<file path="config.mk">
export PLATFORM = sky130hd
export DESIGN_NAME = uart_mmio_slave
export DESIGN_NICKNAME = d
export VERILOG_FILES = /design/src/rtl/uart_mmio_slave_pkg.sv /design/src/rtl/uart_mmio_slave_tx_ser.sv /design/src/rtl/uart_mmio_slave.sv
export SDC_FILE = /design/constraint.sdc
export NUM_CORES = 1
export LEC_CHECK = 0
export ABC_AREA = 1
export CAP_MARGIN = 20
export CORE_MARGIN = 3
export CORE_UTILIZATION = 37
export CTS_BUF_LIST = sky130_fd_sc_hd__clkbuf_2 sky130_fd_sc_hd__clkbuf_4 sky130_fd_sc_hd__clkbuf_8
export DETAILED_ROUTE_END_ITERATION = 10
export PLACE_DENSITY = 0.64
export SYNTH_ARGS = -nofsm -noshare
export SYNTH_HDL_FRONTEND = slang
export SYNTH_SLANG_ARGS = --single-unit
</file>
<file path="constraint.sdc">
create_clock -name clk -period 1.77 [get_ports clk]
set_input_delay 0.354 -clock clk [delete_from_list [all_inputs] [get_ports clk]]
set_output_delay 0.354 -clock clk [all_outputs]
set_load 0.02 [all_outputs]
</file>
<file path="src/rtl/uart_mmio_slave_pkg.sv">
// Shared definitions for the memory-mapped UART: register offsets, STATUS bit
// positions and the 2-bit state encoding used by both serial FSMs.
package uart_mmio_slave_pkg;

    typedef enum logic [1:0] {
        IDLE  = 2'd0,
        START = 2'd1,
        DATA  = 2'd2,
        STOP  = 2'd3
    } uart_state_t;

    localparam logic [1:0] UART_TXDATA = 2'd0;
    localparam logic [1:0] UART_RXDATA = 2'd1;
    localparam logic [1:0] UART_STATUS = 2'd2;

    localparam int STAT_TX_BUSY    = 0;
    localparam int STAT_RX_VALID   = 1;
    localparam int STAT_RX_OVERRUN = 2;
    localparam int STAT_FRAME_ERR  = 3;

endpackage

</file>
<file path="src/rtl/uart_mmio_slave_tx_ser.sv">
// 8N1 transmitter: IDLE -> START -> DATA(8, LSB first) -> STOP, each state held
// for CLKS_PER_BIT cycles. A start request is only honoured while IDLE.
module uart_tx_ser
    import uart_mmio_slave_pkg::*;
#(
    parameter int CLKS_PER_BIT = 868
) (
    input  logic       clk,
    input  logic       rst,
    input  logic       start,
    input  logic [7:0] data,
    output logic       tx,
    output logic       busy
);

    localparam int BW = $clog2(CLKS_PER_BIT);
    localparam logic [BW-1:0] BAUD_LAST = BW'(CLKS_PER_BIT - 1);

    uart_state_t   state, state_nxt;
    logic [BW-1:0] baud_cnt, baud_nxt;
    logic [2:0]    bit_cnt, bit_nxt;
    logic [7:0]    shreg, shreg_nxt;
    logic          tx_nxt;

    // NOTE: state registers use non-blocking assignments so every flop samples
    // pre-edge values, independent of always_ff evaluation order.
    always_ff @(posedge clk) begin
        if (rst) begin
            state    <= IDLE;
            baud_cnt <= '0;
            bit_cnt  <= '0;
            shreg    <= '0;
            tx       <= 1'b1;
        end else begin
            state    <= state_nxt;
            baud_cnt <= baud_nxt;
            bit_cnt  <= bit_nxt;
            shreg    <= shreg_nxt;
            tx       <= tx_nxt;
        end
    end

    // NOTE: every variable gets a hold default first so no path infers a latch.
    always_comb begin
        state_nxt = state;
        baud_nxt  = baud_cnt + 1'b1;
        bit_nxt   = bit_cnt;
        shreg_nxt = shreg;
        tx_nxt    = tx;
        case (state)
            IDLE: begin
                baud_nxt = '0;
                if (start) begin
                    state_nxt = START;
                    shreg_nxt = data;
                    tx_nxt    = 1'b0;
                end
            end
            START: begin
                if (baud_cnt == BAUD_LAST) begin
                    state_nxt = DATA;
                    baud_nxt  = '0;
                    bit_nxt   = '0;
                    tx_nxt    = shreg[0];
                    shreg_nxt = shreg >> 1;
                end
            end
            DATA: begin
                if (baud_cnt == BAUD_LAST) begin
                    baud_nxt = '0;
                    if (bit_cnt == 3'd7) begin
                        state_nxt = STOP;
                        tx_nxt    = 1'b1;
                    end else begin
                        bit_nxt   = bit_cnt + 3'd1;
                        tx_nxt    = shreg[0];
                        shreg_nxt = shreg >> 1;
                    end
                end
            end
            STOP: begin
                if (baud_cnt == BAUD_LAST) begin
                    state_nxt = IDLE;
                    baud_nxt  = '0;
                end
            end
        endcase
    end

    assign busy = (state != IDLE);

endmodule

</file>
<file path="src/rtl/uart_mmio_slave.sv">
// Memory-mapped 8N1 UART target on the data-memory bus (TXDATA/RXDATA/STATUS).
// Define UART_RX_FIFO_EN to replace the RX holding register with a 4-entry FIFO.
module uart_mmio_slave
    import uart_mmio_slave_pkg::*;
#(
    parameter int          CLKS_PER_BIT = 868,
    parameter logic [31:0] BASE_ADDR    = 32'h0000_0100
) (
    input  logic        clk,
    input  logic        rst,
    input  logic [31:0] addra,
    input  logic [31:0] dina,
    input  logic        wea,
    output logic [31:0] douta,
    output logic        sel,
    input  logic        uart_rx,
    output logic        uart_tx
);

    localparam int BW = $clog2(CLKS_PER_BIT);
    localparam logic [BW-1:0] BAUD_LAST = BW'(CLKS_PER_BIT - 1);
    localparam logic [BW-1:0] BAUD_HALF = BW'(CLKS_PER_BIT / 2 - 1);

    logic tx_busy, wr_tx, wr_status;
    logic clr_valid, clr_overrun, clr_ferr;
    logic rx_valid, rx_overrun, frame_err;
    logic [7:0] rx_byte;
    logic unused_bits;

    assign sel         = (addra[31:4] == BASE_ADDR[31:4]);
    assign wr_tx       = wea && sel && (addra[3:2] == UART_TXDATA);
    assign wr_status   = wea && sel && (addra[3:2] == UART_STATUS);
    assign clr_valid   = wr_status && dina[STAT_RX_VALID];
    assign clr_overrun = wr_status && dina[STAT_RX_OVERRUN];
    assign clr_ferr    = wr_status && dina[STAT_FRAME_ERR];
    assign unused_bits = ^{dina[31:8], dina[STAT_TX_BUSY], addra[1:0]};

    uart_tx_ser #(.CLKS_PER_BIT(CLKS_PER_BIT)) u_tx (
        .clk   (clk),
        .rst   (rst),
        .start (wr_tx),
        .data  (dina[7:0]),
        .tx    (uart_tx),
        .busy  (tx_busy)
    );

    // RX: two-flop synchronizer plus one delayed copy for falling-edge detect.
    logic rx_meta, rx_sync, rx_prev;
    uart_state_t   rx_state, rx_state_nxt;
    logic [BW-1:0] rx_baud, rx_baud_nxt;
    logic [2:0]    rx_bit, rx_bit_nxt;
    logic [7:0]    rx_shift, rx_shift_nxt;
    logic          rx_good, rx_bad;

    always_ff @(posedge clk) begin
        if (rst) begin
            rx_meta  <= 1'b1;
            rx_sync  <= 1'b1;
            rx_prev  <= 1'b1;
            rx_state <= IDLE;
            rx_baud  <= '0;
            rx_bit   <= '0;
            rx_shift <= '0;
        end else begin
            rx_meta  <= uart_rx;
            rx_sync  <= rx_meta;
            rx_prev  <= rx_sync;
            rx_state <= rx_state_nxt;
            rx_baud  <= rx_baud_nxt;
            rx_bit   <= rx_bit_nxt;
            rx_shift <= rx_shift_nxt;
        end
    end

    always_comb begin
        rx_state_nxt = rx_state;
        rx_baud_nxt  = rx_baud + 1'b1;
        rx_bit_nxt   = rx_bit;
        rx_shift_nxt = rx_shift;
        rx_good      = 1'b0;
        rx_bad       = 1'b0;
        case (rx_state)
            IDLE: begin
                rx_baud_nxt = '0;
                if (rx_prev && !rx_sync) rx_state_nxt = START;
            end
            START: begin
                if (rx_baud == BAUD_HALF) begin
                    rx_baud_nxt  = '0;
                    rx_bit_nxt   = '0;
                    rx_state_nxt = rx_sync ? IDLE : DATA;
                end
            end
            DATA: begin
                if (rx_baud == BAUD_LAST) begin
                    rx_baud_nxt  = '0;
                    rx_shift_nxt = {rx_sync, rx_shift[7:1]};
                    if (rx_bit == 3'd7) rx_state_nxt = STOP;
                    else                rx_bit_nxt   = rx_bit + 3'd1;
                end
            end
            STOP: begin
                // Leave at the mid-bit sample so the next start edge is not missed.
                if (rx_baud == BAUD_LAST) begin
                    rx_baud_nxt  = '0;
                    rx_state_nxt = IDLE;
                    rx_good      = rx_sync;
                    rx_bad       = !rx_sync;
                end
            end
        endcase
    end

    // Flag updates: a set in the same cycle as a W1C wins.
    always_ff @(posedge clk) begin
        if (rst)           frame_err <= 1'b0;
        else if (rx_bad)   frame_err <= 1'b1;
        else if (clr_ferr) frame_err <= 1'b0;
    end

`ifdef UART_RX_FIFO_EN
    logic [7:0] fifo_mem [4];
    logic [1:0] rd_ptr, wr_ptr;
    logic [2:0] count;
    logic       full, pop, push;

    assign full = (count == 3'd4);
    assign pop  = clr_valid && (count != 3'd0);
    assign push = rx_good && (!full || pop);

    // NOTE: storage is not reset; count guards every read of a stale entry.
    always_ff @(posedge clk) begin
        if (push) fifo_mem[wr_ptr] <= rx_shift;
    end

    always_ff @(posedge clk) begin
        if (rst) begin
            rd_ptr     <= '0;
            wr_ptr     <= '0;
            count      <= '0;
            rx_overrun <= 1'b0;
        end else begin
            rd_ptr <= rd_ptr + {1'b0, pop};
            wr_ptr <= wr_ptr + {1'b0, push};
            count  <= count + {2'b0, push} - {2'b0, pop};
            if (rx_good && full && !pop) rx_overrun <= 1'b1;
            else if (clr_overrun)        rx_overrun <= 1'b0;
        end
    end

    assign rx_valid = (count != 3'd0);
    assign rx_byte  = rx_valid ? fifo_mem[rd_ptr] : 8'h00;
`else
    always_ff @(posedge clk) begin
        if (rst) begin
            rx_byte    <= '0;
            rx_valid   <= 1'b0;
            rx_overrun <= 1'b0;
        end else begin
            if (rx_good) rx_byte <= rx_shift;

            if (rx_good)        rx_valid <= 1'b1;
            else if (clr_valid) rx_valid <= 1'b0;

            if (rx_good && rx_valid) rx_overrun <= 1'b1;
            else if (clr_overrun)    rx_overrun <= 1'b0;
        end
    end
`endif

    logic [31:0] status;
    always_comb begin
        status                  = '0;
        status[STAT_TX_BUSY]    = tx_busy;
        status[STAT_RX_VALID]   = rx_valid;
        status[STAT_RX_OVERRUN] = rx_overrun;
        status[STAT_FRAME_ERR]  = frame_err;
    end

    always_comb begin
        douta = '0;
        if (sel) begin
            case (addra[3:2])
                UART_RXDATA: douta = {24'b0, rx_byte};
                UART_STATUS: douta = status;
                default:     douta = '0;
            endcase
        end
    end

endmodule

</file>
==> results.toml <==
[finish]
n_antenna_cell = 0
layout.nets = 607
areaGrowthSynthToFinish_pct = 30.2
final_layout_size_suffix_gt1_frac = 0.249

[clock_network]
cts-root-buf = "clkbuf_8"
postCtsSetupBuffers = 0
clockBufferDepth = 2
htree_levels = 3
holdBufCountCts = 0
tritoncts = "done"
clk_pin_slew_ps = 70
cts_made_buffers = 9
cts_sinks = 61
clkLatencyLatePin_ps = 340

[yosys]
synth_top_area_share = 0.384
ys_seq_elements = 61
synth_top_flop_cell = "dfxtp_1"
async_flop_share = 0
synth_top_area_cell = "dfxtp_1"
synth_cells = 445
ys_types = 34
synth_area_leaders = "dfxtp_1 (38%), nand2_1 (9.4%), nor2_1 (8.8%)"
synth_edf_count = 0
synth.avg_cell_area_um2 = 7.15
yosysSeqAreaShare = 0.384
synth.cell_area_mm2 = 0.00318
ys.warnings.count = 0

[worst_setup_path]
critPathRequiredTime_ps = 1420
start_kind = "input port"
reg2reg_to = "u_tx.shreg[3]"
critPathLaunch = "addra[2]"
endpoint = "douta[2]"
worstSetupEndpointType = "output pin"
r2r_start = "u_tx.state[0]"
path_max_fanout = 5
arrival_ps = 1360
ff2ff_path_depth = 12
rrSetupSlack_ps = 140
crit_type = "in2out"

[route]
drtIter0Drc = 87
viasPerCell = 4.46
wl_per_cell_um = 10.8
ant_nets = 0
firstDrtPassIters = 4
drcViolationCount = 0
vias = 2835
totalWireLength_um = 6850

[sta]
rsz0062_at_grt = "true"
whs_ps = 414
setup_viol = 0
fmax_mhz = 582
hold_violations = 0
period_needed_ps = 1720
skew_ps = 7.54
setup_ws_ps = 53.1
final.setup.tns_ps = 0
maxSlewViolCount = 0
timing.final.crit_share = 0.970

[power]
vdd_drop_max_mv = 0.358
p_per_area_mw_per_mm2 = 790
leakage_nw = 1.79

[place]
port_buffers = 51
dp_hpwl_um = 5160
place.gp.congestion = 0.892
dp_slack_ps = -753

[flow_run]
maxCapViolCount = 0

[grt]
grt_max_degree = 19
gr-total-overflow = 0
grt_pass1_wl_um = 11600
grt_util_all_layers = 0.146
grt_pass1_vias = 2700
antenna_found_initial = 0

[floorplanning]
die_w_um = 98.7
rows = 33
die_y_um = 98.7
start_util = 0.383
die_area_mm2 = 0.00975
coreArea_mm2 = 0.00830
io_pins = 102

[worst_hold_path]
hold_path_startpoint = "rx_meta"
hold_class = "reg2reg"

[run_status]
status = "completed"
routing by layer:
metal  global-route usage  part of all wire  vias up
met4               0.0536            0.0089        0
li1                     -                 -     1520
met3               0.0425             0.045        7
met2                0.256              0.51       57
met5                    0                 0        -
met1                0.169              0.44     1251
through the flow:
| step | cell area (um2) | utilization | power (mW) | std cells |
|---|---|---|---|---|
| 6_report | 4140 | 0.499 | 3.27 | 635 |
| 5_1_grt | 4140 | 0.499 | 3.42 | 635 |
| 4_1_cts | 4110 | 0.495 | 3.30 | 634 |
| 3_5_place_dp | 3890 | 0.469 | 1.78 | 618 |
| 3_3_place_gp | 3890 | 0.469 | 1.77 | 618 |
| 2_1_floorplan | 3270 | - | 1.68 | 468 |
worst max-delay path, cell delays in order:
cell and delay, ps:
dlygate4sd2_1 290, inv_2 110, ha_2 230, nand2_1 100, a21oi_2 120, buf_4 150
cell usage after synthesis, types with 4 or more instances:
cell / count
a21oi_1: 33
nor2_1: 75
inv_1: 54
nand2_1: 80
ha_1: 14
xor2_1: 8
dfxtp_1: 61
buf_4: 25
clkbuf_1: 4
xnor2_1: 4
nand4_1: 8
nand3_1: 17
o21ai_0: 26
nand2_2: 5
nor3_1: 5
placed cells by master, fill, tap and decap left out, types with 2 or more instances in the layout:
cell type,netlist,layout
a211oi_1,3,3
a21oi_1,33,30
a21oi_2,1,4
buf_2,1,13
buf_4,25,31
buf_6,1,7
bufinv_16,0,3
clkbuf_2,0,12
clkbuf_4,0,2
clkbuf_8,0,10
clkdlybuf4s50_1,0,12
conb_1,1,24
dfxtp_1,61,58
dfxtp_2,0,3
ha_1,14,9
ha_2,0,3
ha_4,0,2
inv_1,54,50
inv_2,0,3
nand2_1,80,76
nand2_2,5,8
nand2_4,2,4
nand3_1,17,16
nand3_2,1,2
nand4_1,8,8
nor2_1,75,64
nor2_2,2,10
nor2_4,2,5
nor3_1,5,4
nor3_2,1,2
o21ai_0,26,26
or2_2,3,3
xnor2_1,4,4
xor2_1,8,8
repair_timing:
action,in CTS,in global routing
gates cloned,0,1
pin swaps,28,28
resized for setup,133,46
setup endpoints to repair,9,38
worst min path at each step:
| stage | end | slack, ps | cells past startpoint |
|---|---|---|---|
| final | rx_sync | 410 | 1 |
| after CTS | rx_sync | 420 | 1 |
| after detailed placement | rx_sync | 400 | 1 |
| after global placement | rx_sync | 390 | 1 |
| after global routing | rx_sync | 420 | 1 |
| after floorplan | rx_sync | 390 | 1 |
logic make-up after synthesis:
family | count (synthesis) | synth area share
simple gates | 204 | 0.280
buf+inv | 86 | 0.134
compound gates | 67 | 0.113
flops | 61 | 0.384
fa+ha+maj | 14 | 0.0551
xor+xnor | 12 | 0.0330
other cells | 1 | 0.00118
registers in the layout (all words and copies together) (netlist names), named ones only:
register,flops
rx_baud,10
u_tx.baud_cnt,10
rx_byte,8
rx_shift,8
u_tx.shreg,8
rx_bit,3
u_tx.bit_cnt,3
u_tx.state,2
frame_err,1
rx_meta,1
rx_overrun,1
rx_prev,1
rx_state,1
rx_sync,1
rx_valid,1
u_tx.tx,1
where the power goes:
part	total [mW]	leakage, nW	switching, mW	internal, mW
Combinational	0.317	1.16	0.185	0.132
Clock	1.52	0.127	0.520	1.00
Sequential	1.43	0.494	0.0240	1.41
Total	3.27	1.79	0.729	2.54
area by class of cell:
cell class / instances / area (um2)
clock inverter: 4 / 95.1
tap: 105 / 131
multi-input combinational: 322 / 1750
sequential: 61 / 1220
timing repair buffer: 77 / 586
fill: 814 / 4160
clock buffer: 12 / 153
inverter: 54 / 205
Power figures use the tool's default switching activity.
==> variant 1 (same settings) <==
Put a register stage on the output `douta`, cleared by the reset. The value now appears one clock later. The other outputs are not delayed to match.
--- a/src/rtl/uart_mmio_slave.sv
+++ b/src/rtl/uart_mmio_slave.sv
@@ -21,6 +21,8 @@
     localparam logic [BW-1:0] BAUD_LAST = BW'(CLKS_PER_BIT - 1);
     localparam logic [BW-1:0] BAUD_HALF = BW'(CLKS_PER_BIT / 2 - 1);
 
+    logic [31:0] douta_d;
+
     logic tx_busy, wr_tx, wr_status;
     logic clr_valid, clr_overrun, clr_ferr;
     logic rx_valid, rx_overrun, frame_err;
@@ -178,15 +180,23 @@
     end
 
     always_comb begin
-        douta = '0;
+        douta_d = '0;
         if (sel) begin
             case (addra[3:2])
-                UART_RXDATA: douta = {24'b0, rx_byte};
-                UART_STATUS: douta = status;
-                default:     douta = '0;
+                UART_RXDATA: douta_d = {24'b0, rx_byte};
+                UART_STATUS: douta_d = status;
+                default:     douta_d = '0;
             endcase
         end
     end
 
+    always_ff @(posedge clk) begin
+        if (rst) begin
+            douta <= '0;
+        end else begin
+            douta <= douta_d;
+        end
+    end
+
 endmodule
 
Behaviour: not the same (a bounded check fails within 4 cycles, from zero or initial values and one cycle with rst high).
==> variant 1 against the unedited design <==
Combinational power decreased by 12%. Clock power decreased by 7%. Routed wire length decreased by 0.85%. Power increased by 0.64%. Sequential cell count increased by 8. Setup slack improved by 5.5 ps. Critical path type unchanged. Via count increased by 1.6%. Maximum frequency increased by 0.32%. Die area increased by 4.9%. Area after synthesis increased by 5.2%. Synthesized cell count increased by 1.1%. Design area increased by 3.2%.
==> variant 1: results (changes against the unedited design) <==
Logic synthesis
  • Compound-Gate Fraction of Synth Area: 11.32% (about the same)
  • Synth top cells by count: 81 x nand2_1, 69 x dfxtp_1, 66 x nor2_1
  • Post-Synth XOR/XNOR Area: 2.093% (-1.2 points)
  • Seq/Total Area, Yosys: 41.26% (+2.9 points)
  • Largest cells by area after synthesis: dfxtp_1 41%, nand2_1 9.1%, nor2_1 7.4%
  • Post-synthesis cell type count: 37 (+8.8%)

Power
  • VDD IR max: 456.5 µV (+27%)
  • PwrDens: 769.8 nW/µm² (-2.5%)
  • Clock share of power: 42.9% (-3.7 points)
  • Seq power: 1600 µW (+12%)
  • Sw Share: 23.59% (+1.3 points)

Setup path
  • Path depth of the worst reg2reg path: 11 (-1)
  • Worst Setup SP: addra[17]
  • CP Max Fanout: 2 (-3)
  • CP max stage delay: 400 ps (+110 ps)
  • Crit Reg-Reg Endpoint: u_tx.shreg[2]

Routing
  • Final wirelength: 6790 µm (-0.85%)

Layout
  • Fill count: 877 (+7.7%)
  • Nets: 601 (-0.99%)
  • Share of cells above drive strength 1: 12.02% (-13 points)

Place
  • Dpl hpwl: 5069 µm (-1.8%)
  • Post-DP Area: 3968 µm² (+1.9%)

Outcome
  • Outcome: finished, final reports clean

Global route
  • Largest net degree at the start of global routing: 25 (+6)
  • First-pass GRT wire length: 11020 µm (-4.8%)

Timing
  • Worst clock skew: 8.885 ps (+1.347 ps)
## variant 1: cell count changes in the layout (fill, tap and decap cells not counted), moves of 8 or more
| cell | delta |
|---|---|
| clkdlybuf4s50_1 | +27 |
| buf_4 | -18 |
| dlymetal6s2s_1 | +11 |
| dfxtp_1 | +8 |
| clkbuf_2 | -12 |
| buf_2 | -13 |
## variant 1: worst max path at each step
| stage | endpoint | slack, ps | cells past startpoint |
|---|---|---|---|
| finish | sel | 60 | 7 |
| global placement | sel | -440 | 8 |
| detailed placement | sel | -430 | 8 |
| floorplan | u_tx.shreg[2] | 170 | 11 |
| CTS | sel | 20 | 8 |
| global route | u_tx.shreg[2] | -30 | 11 |
## variant 1: per-stage QoR
stage / std cells / worst slack [ps]
after floorplan: 473 / 171.0
after global placement: 613 / -435.1
after CTS: 629 / 15.61
final: 632 / 58.63
after global routing: 632 / -33.96
after detailed placement: 613 / -431.4
## variant 1: per-layer routing
layer | up-vias | GRT usage, % | part of all wire [%]
li1 | 1531 | - | -
met1 | 1303 | 14.99 | 44
met2 | 36 | 23.34 | 51
met3 | 10 | 3.253 | 3.4
met4 | 0 | 6.135 | 1.2
met5 | - | 0 | 0
## variant 1: layout make-up
class / instances / area [µm²] / share of cell area (%)
well taps: 108 / 135.1 / 3.159
clock inverters: 6 / 86.33 / 2.018
multi-input cells: 320 / 1657 / 38.72
repair buffers: 67 / 688.2 / 16.09
clock buffers: 10 / 131.4 / 3.071
flip-flops and latches: 69 / 1385 / 32.38
inverters: 52 / 195.2 / 4.563
## variant 1: cell families (layout without fill, tap and decap cells)
group / after synthesis / in the layout
AND/OR/NAND/NOR: 204 / 204
adder cells (fa/ha/maj): 14 / 14
buffers and inverters: 84 / 135
XOR/XNOR: 8 / 8
AO/OA/AOI/OAI: 70 / 70
other: 1 / 24
flip-flops: 69 / 69
==> variant 2 (same flow settings) <==
Made on the original files. `CLKS_PER_BIT` is set to 868 in 2 places; all go to 1736.
--- a/src/rtl/uart_mmio_slave_tx_ser.sv
+++ b/src/rtl/uart_mmio_slave_tx_ser.sv
@@ -3,7 +3,7 @@
 module uart_tx_ser
     import uart_mmio_slave_pkg::*;
 #(
-    parameter int CLKS_PER_BIT = 868
+    parameter int CLKS_PER_BIT = 1736
 ) (
     input  logic       clk,
     input  logic       rst,
--- a/src/rtl/uart_mmio_slave.sv
+++ b/src/rtl/uart_mmio_slave.sv
@@ -3,7 +3,7 @@
 module uart_mmio_slave
     import uart_mmio_slave_pkg::*;
 #(
-    parameter int          CLKS_PER_BIT = 868,
+    parameter int          CLKS_PER_BIT = 1736,
     parameter logic [31:0] BASE_ADDR    = 32'h0000_0100
 ) (
     input  logic        clk,
Function: no difference found for any inputs over 10 cycles, from zero or initial values and one cycle with rst high; that may be too few to reach the edited logic, so the function may still have changed.
==> variant 2 against the unedited design <==
Area after synthesis rose by 5.2%. Synthesized cell count rose by 5.4%. Power fell by 3.6%. Design area rose by 8.5%. Setup slack got worse by 53 ps. Routed wire length rose by 16%. Sequential cell count rose by 2. Utilization rose by 1.4 points. Critical endpoint unchanged. Largest power group is now sequential cells.
==> variant 2: results (changes against the unedited design) <==
Setup path
  • R2R Path Start: rx_baud[1]
  • R2r setup slk: 70 ps (-70 ps)
  • Crit Reg-Reg Endpoint: rx_byte[2]
  • Path depth of the worst reg2reg path: 9 (-3)
  • CP Data Arrival Time: 1420 ps (+60 ps)

Layout
  • Top Registers: rx_baud (11), u_tx.baud_cnt (11)
  • Fill count: 826 (+1.5%)
  • Share of cells above drive strength 1: 26.85% (+1.9 points)
  • Final non-filler cell total: 663 (+4.4%)

Outcome
  • Outcome: finished, final reports clean

Place
  • Placed cell count: 640 (+3.6%)
  • Port buffer count: 51 (unchanged)
  • Dpl hpwl: 5672 µm (+9.9%)
  • RD Place Congestion: 0.8229 (-7.7%)

Logic synthesis
  • Post-synthesis cell type count: 41 (+21%)
  • Largest cells by area after synthesis: dfxtp_1 38%, nand2_1 11%, nor2_1 9.9%
  • Mapped Cells: 469 (+5.4%)
  • Seq/Total Area, Yosys: 37.68% (-0.70 points)

Global route
  • Vias in the first global route: 2938 (+8.8%)
  • Global routing usage on met1: 18.05% (+1.1 points)
  • GR Layer Usage met2: 26.66% (+1.1 points)
  • First-pass GRT wire length: 12700 µm (+9.7%)
  • Total track usage: 15.45% (+0.82 points)
  • Global Route met3 Usage: 4.567% (+0.32 points)
  • Largest net degree at the start of global routing: 17 (-2)

Routing
  • Final wirelength: 7923 µm (+16%)
  • Detailed-route vias per instance: 4.629 (+3.7%)
  • Iter 0 DRT Violations: 90 (+3.4%)

Power
  • P_leak: 0.001887 µW (+5.6%)
  • VDD IR max: 416.0 µV (+16%)

CTS
  • Clk_lat worst skew: 360 ps (+20 ps)

Timing
  • Worst clock skew: 12.99 ps (+5.452 ps)
[variant 2: timing repair]
action | in CTS | in global routing
pin swaps | 29 | 23
gates cloned | 0 | 1
endpoints found under the setup margin | 9 | 47
resized for setup | 161 | 57
setup buffers | 2 | 5
hold buffers | 0 | 0
[variant 2: worst max-delay path by stage]
| stage | to | cells after the start | from | slack (ps) |
|---|---|---|---|---|
| floorplan | douta[1] | 7 | addra[27] | -150 |
| global placement | douta[4] | 11 | addra[8] | -850 |
| detailed placement | douta[3] | 9 | addra[25] | -960 |
| CTS | douta[3] | 10 | addra[8] | -30 |
| global route | douta[2] | 9 | addra[6] | -70 |
| finish | douta[2] | 6 | addra[3] | 0.4 |
[variant 2: stage by stage]
| stage | setup WS [ps] | TNS (ps) | util (%) | cell area (µm²) | hold WS [ps] |
|---|---|---|---|---|---|
| floorplan | -150.3 | -534.9 | - | 3433 | 389.5 |
| global placement | -852.9 | -9015 | 45.96 | 4028 | 395.0 |
| detailed placement | -962.4 | -9506 | 45.96 | 4028 | 393.2 |
| CTS | -31.66 | -31.66 | 48.53 | 4253 | 408.2 |
| global route | -68.79 | -421.4 | 51.33 | 4498 | 431.2 |
| finish | 0.4010 | 0 | 51.33 | 4498 | 406.9 |
[variant 2: report_power, final]
part,switching [µW],internal [µW]
sequential,14.4,1430
combinational,146,115
clock,549,898
total,709,2450
[variant 2: final cells by class]
type / instances / area, µm² / share of cell area, %
Multi-Input combinational cell: 341 / 1942 / 43.17
Sequential cell: 63 / 1266 / 28.15
Timing Repair Buffer: 82 / 719.4 / 15.99
Inverter: 54 / 205.2 / 4.562
Clock buffer: 12 / 165.2 / 3.672
Tap cell: 108 / 135.1 / 3.004
Clock inverter: 3 / 65.06 / 1.446
[variant 2: logic make-up after synthesis]
logic type	after synthesis	synth area share (%)
adders and majority gates	13	4.860
AOI/OAI and AO/OA	61	10.73
other	1	0.1120
DFF	63	37.68
xor gates and xnor gates	5	1.308
buffers and inverters	88	13.12
and+or+nand+nor	238	32.19
[variant 2: per-layer routing]
layer  vias to the layer above  share of wire, %
met5                         -                 0
met4                         0               2.2
met3                        12               3.6
met2                        59                52
met1                      1391                42
li1                       1607                 -
[variant 2: worst max-delay path, cell delays in order]
cell	delay, ps
dlygate4sd2_1	230
inv_2	60
ha_1	280
inv_2	70
a211oi_2	230
buf_4	190
